**src/rtl/fetch_dec_skid_reg.sv**
```systemverilog
// -----------------------------------------------------------------------------
// fetch_dec_skid_reg
//   Fetch-to-decode pipeline register with valid/ready handshakes on both
//   sides. It has an optional second (skid) entry and a synchronous flush.
//   With SKID=1, in_ready is a flop, so there is no combinational path from
//   out_ready to in_ready. With SKID=0 there is one entry and in_ready is
//   combinational.
//
// Parameters
//   PC_W, INSTR_W, EXC_W : payload field widths
//   SKID                 : 1 = two entries and registered in_ready,
//                          0 = one entry and combinational in_ready
//
// Ports
//   clk        clock; all state changes on the rising edge
//   rst        synchronous active-high reset (highest priority)
//   flush      synchronous kill of all held entries (redirect/trap)
//   in_valid   fetch presents an entry
//   in_ready   stage can accept this cycle
//   in_pc      pc from fetch
//   in_instr   instruction from fetch
//   in_exc     exception cause from fetch (passed through, not interpreted)
//   out_valid  entry available to decode
//   out_ready  decode consumes this cycle
//   out_pc     pc to decode
//   out_instr  instruction to decode
//   out_exc    exception cause to decode
// -----------------------------------------------------------------------------
module fetch_dec_skid_reg #(
  parameter int unsigned PC_W    = 64,
  parameter int unsigned INSTR_W = 32,
  parameter int unsigned EXC_W   = 16,
  parameter int unsigned SKID    = 1
) (
  input  logic               clk,
  input  logic               rst,
  input  logic               flush,
  input  logic               in_valid,
  output logic               in_ready,
  input  logic [PC_W-1:0]    in_pc,
  input  logic [INSTR_W-1:0] in_instr,
  input  logic [EXC_W-1:0]   in_exc,
  output logic               out_valid,
  input  logic               out_ready,
  output logic [PC_W-1:0]    out_pc,
  output logic [INSTR_W-1:0] out_instr,
  output logic [EXC_W-1:0]   out_exc
);

  localparam bit USE_SKID = (SKID != 0);

  typedef struct packed {
    logic [PC_W-1:0]    pc;
    logic [INSTR_W-1:0] instr;
    logic [EXC_W-1:0]   exc;
  } entry_t;

  // The state is the number of held entries. FULL is reachable only with SKID=1.
  typedef enum logic [1:0] {
    EMPTY = 2'd0,
    ONE   = 2'd1,
    FULL  = 2'd2
  } state_t;

  state_t state_q;
  state_t state_d;

  entry_t main_q;
  entry_t skid_q;
  entry_t in_entry;

  logic main_valid;
  logic accept;
  logic consume;
  logic main_load_in;
  logic main_load_skid;
  logic skid_load;

  assign in_entry   = {in_pc, in_instr, in_exc};
  assign main_valid = (state_q != EMPTY);
  assign accept     = in_valid && in_ready;
  assign consume    = main_valid && out_ready;

  // State register
  always_ff @(posedge clk) begin
    if (rst) begin
      state_q <= EMPTY;
    end else begin
      state_q <= state_d;
    end
  end

  // Next-state logic; flush overrides any handshake in the same cycle
  always_comb begin
    state_d = state_q;
    if (flush) begin
      state_d = EMPTY;
    end else begin
      case (state_q)
        EMPTY: begin
          if (accept) state_d = ONE;
        end
        ONE: begin
          if (accept && !consume && USE_SKID) state_d = FULL;
          else if (consume && !accept)        state_d = EMPTY;
        end
        FULL: begin
          if (consume) state_d = ONE;
        end
        default: state_d = EMPTY;
      endcase
    end
  end

  // Output and datapath-control decode
  always_comb begin
    out_valid      = main_valid;
    main_load_in   = 1'b0;
    main_load_skid = 1'b0;
    skid_load      = 1'b0;
    case (state_q)
      EMPTY: begin
        main_load_in = accept;
      end
      ONE: begin
        // A simultaneous accept and consume replaces main directly, so no bubble
        if (accept) begin
          if (consume || !USE_SKID) main_load_in = 1'b1;
          else                      skid_load    = 1'b1;
        end
      end
      FULL: begin
        main_load_skid = consume;
      end
      default: begin
        main_load_in = 1'b0;
      end
    endcase
  end

  // Payload storage; flush zeroes it so that a stale payload never survives a redirect
  always_ff @(posedge clk) begin
    if (rst || flush) begin
      main_q <= '0;
      skid_q <= '0;
    end else begin
      if (main_load_in) begin
        main_q <= in_entry;
      end else if (main_load_skid) begin
        main_q <= skid_q;
      end
      if (skid_load) begin
        skid_q <= in_entry;
      end
    end
  end

  assign out_pc    = main_q.pc;
  assign out_instr = main_q.instr;
  assign out_exc   = main_q.exc;

  generate
    if (USE_SKID) begin : g_skid
      // in_ready is a flop equal to "skid will be empty", so it does not depend on out_ready
      logic in_ready_q;
      always_ff @(posedge clk) begin
        if (rst) begin
          in_ready_q <= 1'b1;
        end else begin
          in_ready_q <= (state_d != FULL);
        end
      end
      assign in_ready = in_ready_q;
    end else begin : g_noskid
      assign in_ready = !main_valid || out_ready;
    end
  endgenerate

endmodule

```
**config.mk**
```make
export PLATFORM = sky130hd
export DESIGN_NAME = fetch_dec_skid_reg
export DESIGN_NICKNAME = d
export VERILOG_FILES = /design/src/rtl/fetch_dec_skid_reg.sv
export SDC_FILE = /design/constraint.sdc
export NUM_CORES = 1
export LEC_CHECK = 0
export CAP_MARGIN = 20
export CORE_MARGIN = 2
export CORE_UTILIZATION = 35
export CTS_BUF_LIST = sky130_fd_sc_hd__clkbuf_8
export DETAILED_ROUTE_END_ITERATION = 10
export HOLD_SLACK_MARGIN = 0.02
export PLACE_DENSITY = 0.68
export SKIP_CTS_REPAIR_TIMING = 1
export SYNTH_ARGS = -nofsm -noshare
export SYNTH_HDL_FRONTEND = slang
export SYNTH_SLANG_ARGS = --single-unit
```
**constraint.sdc**
```tcl
create_clock -name clk -period 1.6 [get_ports clk]
set_input_delay 0.24 -clock clk [delete_from_list [all_inputs] [get_ports clk]]
set_output_delay 0.24 -clock clk [all_outputs]
set_load 0.02 [all_outputs]
```
=== Yosys cells after proc, flatten, opt, wreduce, memory -nomap -nowiden ===
Index checks and enable logic that the tools add are counted.

* Reduce and logical (&&, ||, !) cells: 10
* Mux-type cells: 15
* Eq/ne operators: 3

{| class="wikitable"
|+ Operators by type and width
! operator !! number
|-
| $mux W112 || 2
|-
| $mux W2 || 5
|-
| $mux W1 || 6
|-
| $pmux W2 S3 || 1
|-
| $logic_and A1 B1 Y1 || 4
|-
| $reduce_bool A2 Y1 || 2
|-
| $eq A2 B1 Y1 const B || 1
|-
| $eq A2 B2 Y1 const B || 1
|-
| $logic_not A1 Y1 || 2
|-
| $logic_not A2 Y1 || 1
|-
| $ne A2 B2 Y1 const B || 1
|-
| $pmux W1 S2 || 1
|-
| $logic_or A1 B1 Y1 || 1
|}

* Logic and storage cells: 36
* Output and inout port bits: 114
* Input port bits: 117
* Register bits: 227

=== Logic depth before layout (Yosys ltp) ===
* Depth in word-level cells: 8
* Depth in mapped cells: 8
* Gate-level depth less buffers: 4

=== Worst setup path before layout ===
No wires, ideal clock.

* Path kind: register -> register
* Start: register state_q[1]
* End: register skid_q[30] (netlist bit)
* Data arrival time: 1,326 ps
* Path buffers: 4
* Data required time: 1,468 ps
* Period minus slack after synthesis: 1,459 ps
* Setup slack: 141 ps
* Setup time: 132 ps
* Stages on the path, launching flop included: 9
* Cell sequence: dfxtp_1 > and3b_1 > buf_4 > and2_1 > buf_6 > buf_6 > buf_6 > nand2_1 > a21oi_1

* Longest elaborated chain between the ends: 5
* Elaborated cells on any way between the ends: 6
* Those cells by class: eq/ne (1); mux (3); reduce/logical (2)

{| class="wikitable"
|+ RTL lines
! what !! line !! text
|-
| start, declared || 65 || <nowiki>state_t state_q;</nowiki>
|-
| start signal, assigned || 89 || <nowiki>state_q <= state_d;</nowiki>
|-
| $reduce_bool A2 Y1 || 80 || <nowiki>assign main_valid = (state_q != EMPTY);</nowiki>
|-
| $logic_and A1 B1 Y1 || 82 || <nowiki>assign consume = main_valid && out_ready;</nowiki>
|-
| $mux W1 || 128 || <nowiki>if (consume || !USE_SKID) main_load_in = 1'b1;</nowiki>
|-
| $mux W1 || 127 || <nowiki>if (accept) begin</nowiki>
|-
| $mux W1 * || 121 || <nowiki>case (state_q)</nowiki>
|-
| end signal, assigned || 153 || <nowiki>skid_q <= in_entry;</nowiki>
|-
| end, declared || 69 || <nowiki>entry_t skid_q;</nowiki>
|}

Mark *: on every way between the ends. The rest lies on a longest branch, timed or not.
A chain may end at the register's enable or synchronous reset.

=== Worst setup path after layout ===
* Start: register state_q[0]
* End: output port out_valid

* Longest elaborated chain between the ends: 1

{| class="wikitable"
|+ RTL lines
! what !! line !! text
|-
| $reduce_bool A2 Y1 || 80 ||
|-
| end, declared || 43 || <nowiki>output logic out_valid,</nowiki>
|}

Every way passes these cells.

==> out/summary.json <==
{
  "run_status": {
    "outcome": "finished, final reports clean"
  },
  "power_and_ir_drop": {
    "static-leakage-power_nw": 5.88,
    "power_per_cell_area_mw_per_mm2": 995,
    "max_ir_drop_vdd_mv": 0.488
  },
  "global_route": {
    "grt_remaining_overflow": 0,
    "number_of_global_route_vias_before_repair": 8055,
    "global_route_wire_length_before_repair_mm": 40.4,
    "antenna_found_initial": 1,
    "largest_net_degree_at_the_start_of_global_routing": 61,
    "globalRouteTotalUtil_pct": 18.8
  },
  "route": {
    "detail_route.iter0.violations": 657,
    "drt_wl_total_mm": 25.6,
    "drt_pre_antenna_iters": 5,
    "via_per_inst": 5.08,
    "drtAntennaViolNets": 0,
    "vias": 8566,
    "route.detailed.drc": 0,
    "wire_per_inst_um": 15.2
  },
  "die": {
    "floorplan.initialDensity_pct": 35.7,
    "chipWidth_um": 162,
    "design.die.area_mm2": 0.0261,
    "boundaryPins": 231,
    "die_height_um": 162,
    "std_cell_rows": 57,
    "core_box_area_mm2": 0.0243
  },
  "clock_network": {
    "clock_sink_count": 227,
    "cts_htree_levels": 2,
    "clock_buffer_count_from_cts": 40,
    "cts_tree": "done",
    "cts_root_buf": "clkbuf_8",
    "clk_pin_slew_ps": 60,
    "clk-insertion-delay-late_ps": 520,
    "cts_buffer_depth": 3
  },
  "cells_and_area": {
    "layout.filler_cells": 2313,
    "finalNetCount": 1451,
    "layout_commonest_cell": "nand2_1",
    "utilization_pct": 51.2,
    "layout.cells.most_common_list": "nand2_1 (449), dfxtp_1 (226), clkdlybuf4s50_1 (116)",
    "areaGrowthSynthToFinish_pct": 43.3,
    "final_layout_size_suffix_gt1_share_pct": 7.27,
    "n_antenna_cell": 0
  },
  "timing": {
    "worst-slew-pin-transition_ps": 318,
    "rsz0062_at_grt": "no",
    "timing.hold.ws_ps": 290,
    "timing.final.setup_violations": 0,
    "fmax_ghz": 0.654,
    "number_of_endpoints_with_negative_hold_slack_in_the_final_report": 0,
    "fin_crit_sh_pct": 95.6,
    "clock_skew_ps": 20.9,
    "setup_tns_ps": 0,
    "timing.max_slew.rel_slack_pct": 78.8,
    "maxSlewViolCount": 0,
    "fin_crit_ps": 1530
  },
  "synth": {
    "synth_nets": 1247,
    "synth_sequential_area_ratio_pct": 52.3,
    "syn-cell-area_mm2": 0.00869,
    "synthesis.yosys.warnings": 0,
    "synth_area_per_cell_um2": 7.69,
    "synthesis.instances": 1130,
    "ys_ff_latch": 227,
    "synth.lib_cells_used.distinct": 25
  },
  "min_path": {
    "hold_depth": 3,
    "hold_class": "primary input to flip-flop"
  },
  "setup_path": {
    "critical_path.startpoint_type": "flip-flop",
    "worst_ep_arrival_ps": 1290,
    "worst_ep_required_time_ps": 1360,
    "critical_path_class": "flip-flop to primary output",
    "timing.critical_path.fanout_max": 5,
    "ff2ff_path_depth": 5,
    "crit_path_end_kind": "primary output"
  },
  "place": {
    "dpl.hpwl_mm": 15.7,
    "finalWeightedCongestion": 0.761,
    "number_of_i_o_port_buffers": 230
  },
  "job": {
    "max_cap_violations": 0
  }
}
## per-layer routing
metal	share of wire (%)	wire length [um]	global-route usage, %
met1	45	11600	25.1
met2	45	11500	29.8
met3	7.8	1990	5.14
met4	1.7	441	5.36
met5	0.051	13	0
## kinds of logic after synthesis
family                 after synthesis  synth area share, %
AND/OR/NAND/NOR                    460                 20.1
buffers and inverters              102                 6.03
multiplexers                         2                0.230
AO/OA/AOI/OAI                      339                 21.3
flip-flops                         227                 52.3
## registers in the layout, indices dropped and copies added, names as in the netlist
register / flops
state_q: 2
out_instr: 32
out_exc: 16
skid_q: 112
in_ready: 1
out_pc: 64
## worst paths after layout
| kind | endpoint | slack (ps) | startpoint |
|---|---|---|---|
| worst max-delay path | out_valid | 70 | state_q[0]$_SDFF_PP0_ |
| worst min-delay path | skid_q[76]$_SDFFE_PP0P_ | 290 | in_pc[28] |
| worst max register to register | skid_q[94]$_SDFFE_PP0P_ | 120 | state_q[1]$_SDFF_PP0_ |
| worst min register to register | skid_q[74]$_SDFFE_PP0P_ | 450 | skid_q[74]$_SDFFE_PP0P_ |
## synth_stat cells
cell type	count	area, um2
buf_4	3	22.5
and2_1	1	6.26
nand2_2	1	6.26
and3b_1	1	8.76
clkbuf_1	44	165
a31oi_1	112	701
nand2_1	449	1690
inv_1	1	3.75
buf_1	4	15.0
and3_1	1	6.26
o21ai_1	10	50.1
nand3_1	1	5.00
mux2i_1	2	20.0
o21ai_0	102	510
nor2b_1	1	6.26
o21ai_4	1	16.3
or2_2	2	12.5
o22a_1	1	8.76
or3_1	1	6.26
nor2_1	2	7.51
inv_2	1	3.75
a21oi_1	113	566
dfxtp_1	227	4540
buf_2	38	190
buf_6	11	124
## stage by stage
stage	cells	total power [W]	cell area, um2	setup slack [ps]
3_5_place_dp	1616	0.00740	11400	-234
6_report	1686	0.0124	12500	70.2
2_1_floorplan	1130	0.00659	8690	141
4_1_cts	1686	0.0126	12200	-381
5_1_grt	1686	0.0130	12500	4.62
3_3_place_gp	1616	0.00739	11400	-198
## report_power, final
group | internal, W | leakage, nW | switching, W
Clock | 0.00285 | 0.453 | 0.00230
Combinational | 0.000658 | 3.58 | 0.000706
Sequential | 0.00581 | 1.84 | 0.0000839
## area by class of cell
class	instances	area (um2)	share of cell area, %
Clock buffer	51	702	5.63
Clock inverter	19	82.6	0.663
Inverter	2	7.51	0.0603
Multi-Input combinational cell	801	3660	29.4
Sequential cell	227	4550	36.5
Tap cell	324	405	3.25
Timing Repair Buffer	262	3060	24.5
## critical path, stage by stage, from the launching register on
cell and delay [ps]:
dfxtp_2 340, or2_2 270, clkbuf_2 160
(Power assumes the default switching activity.)
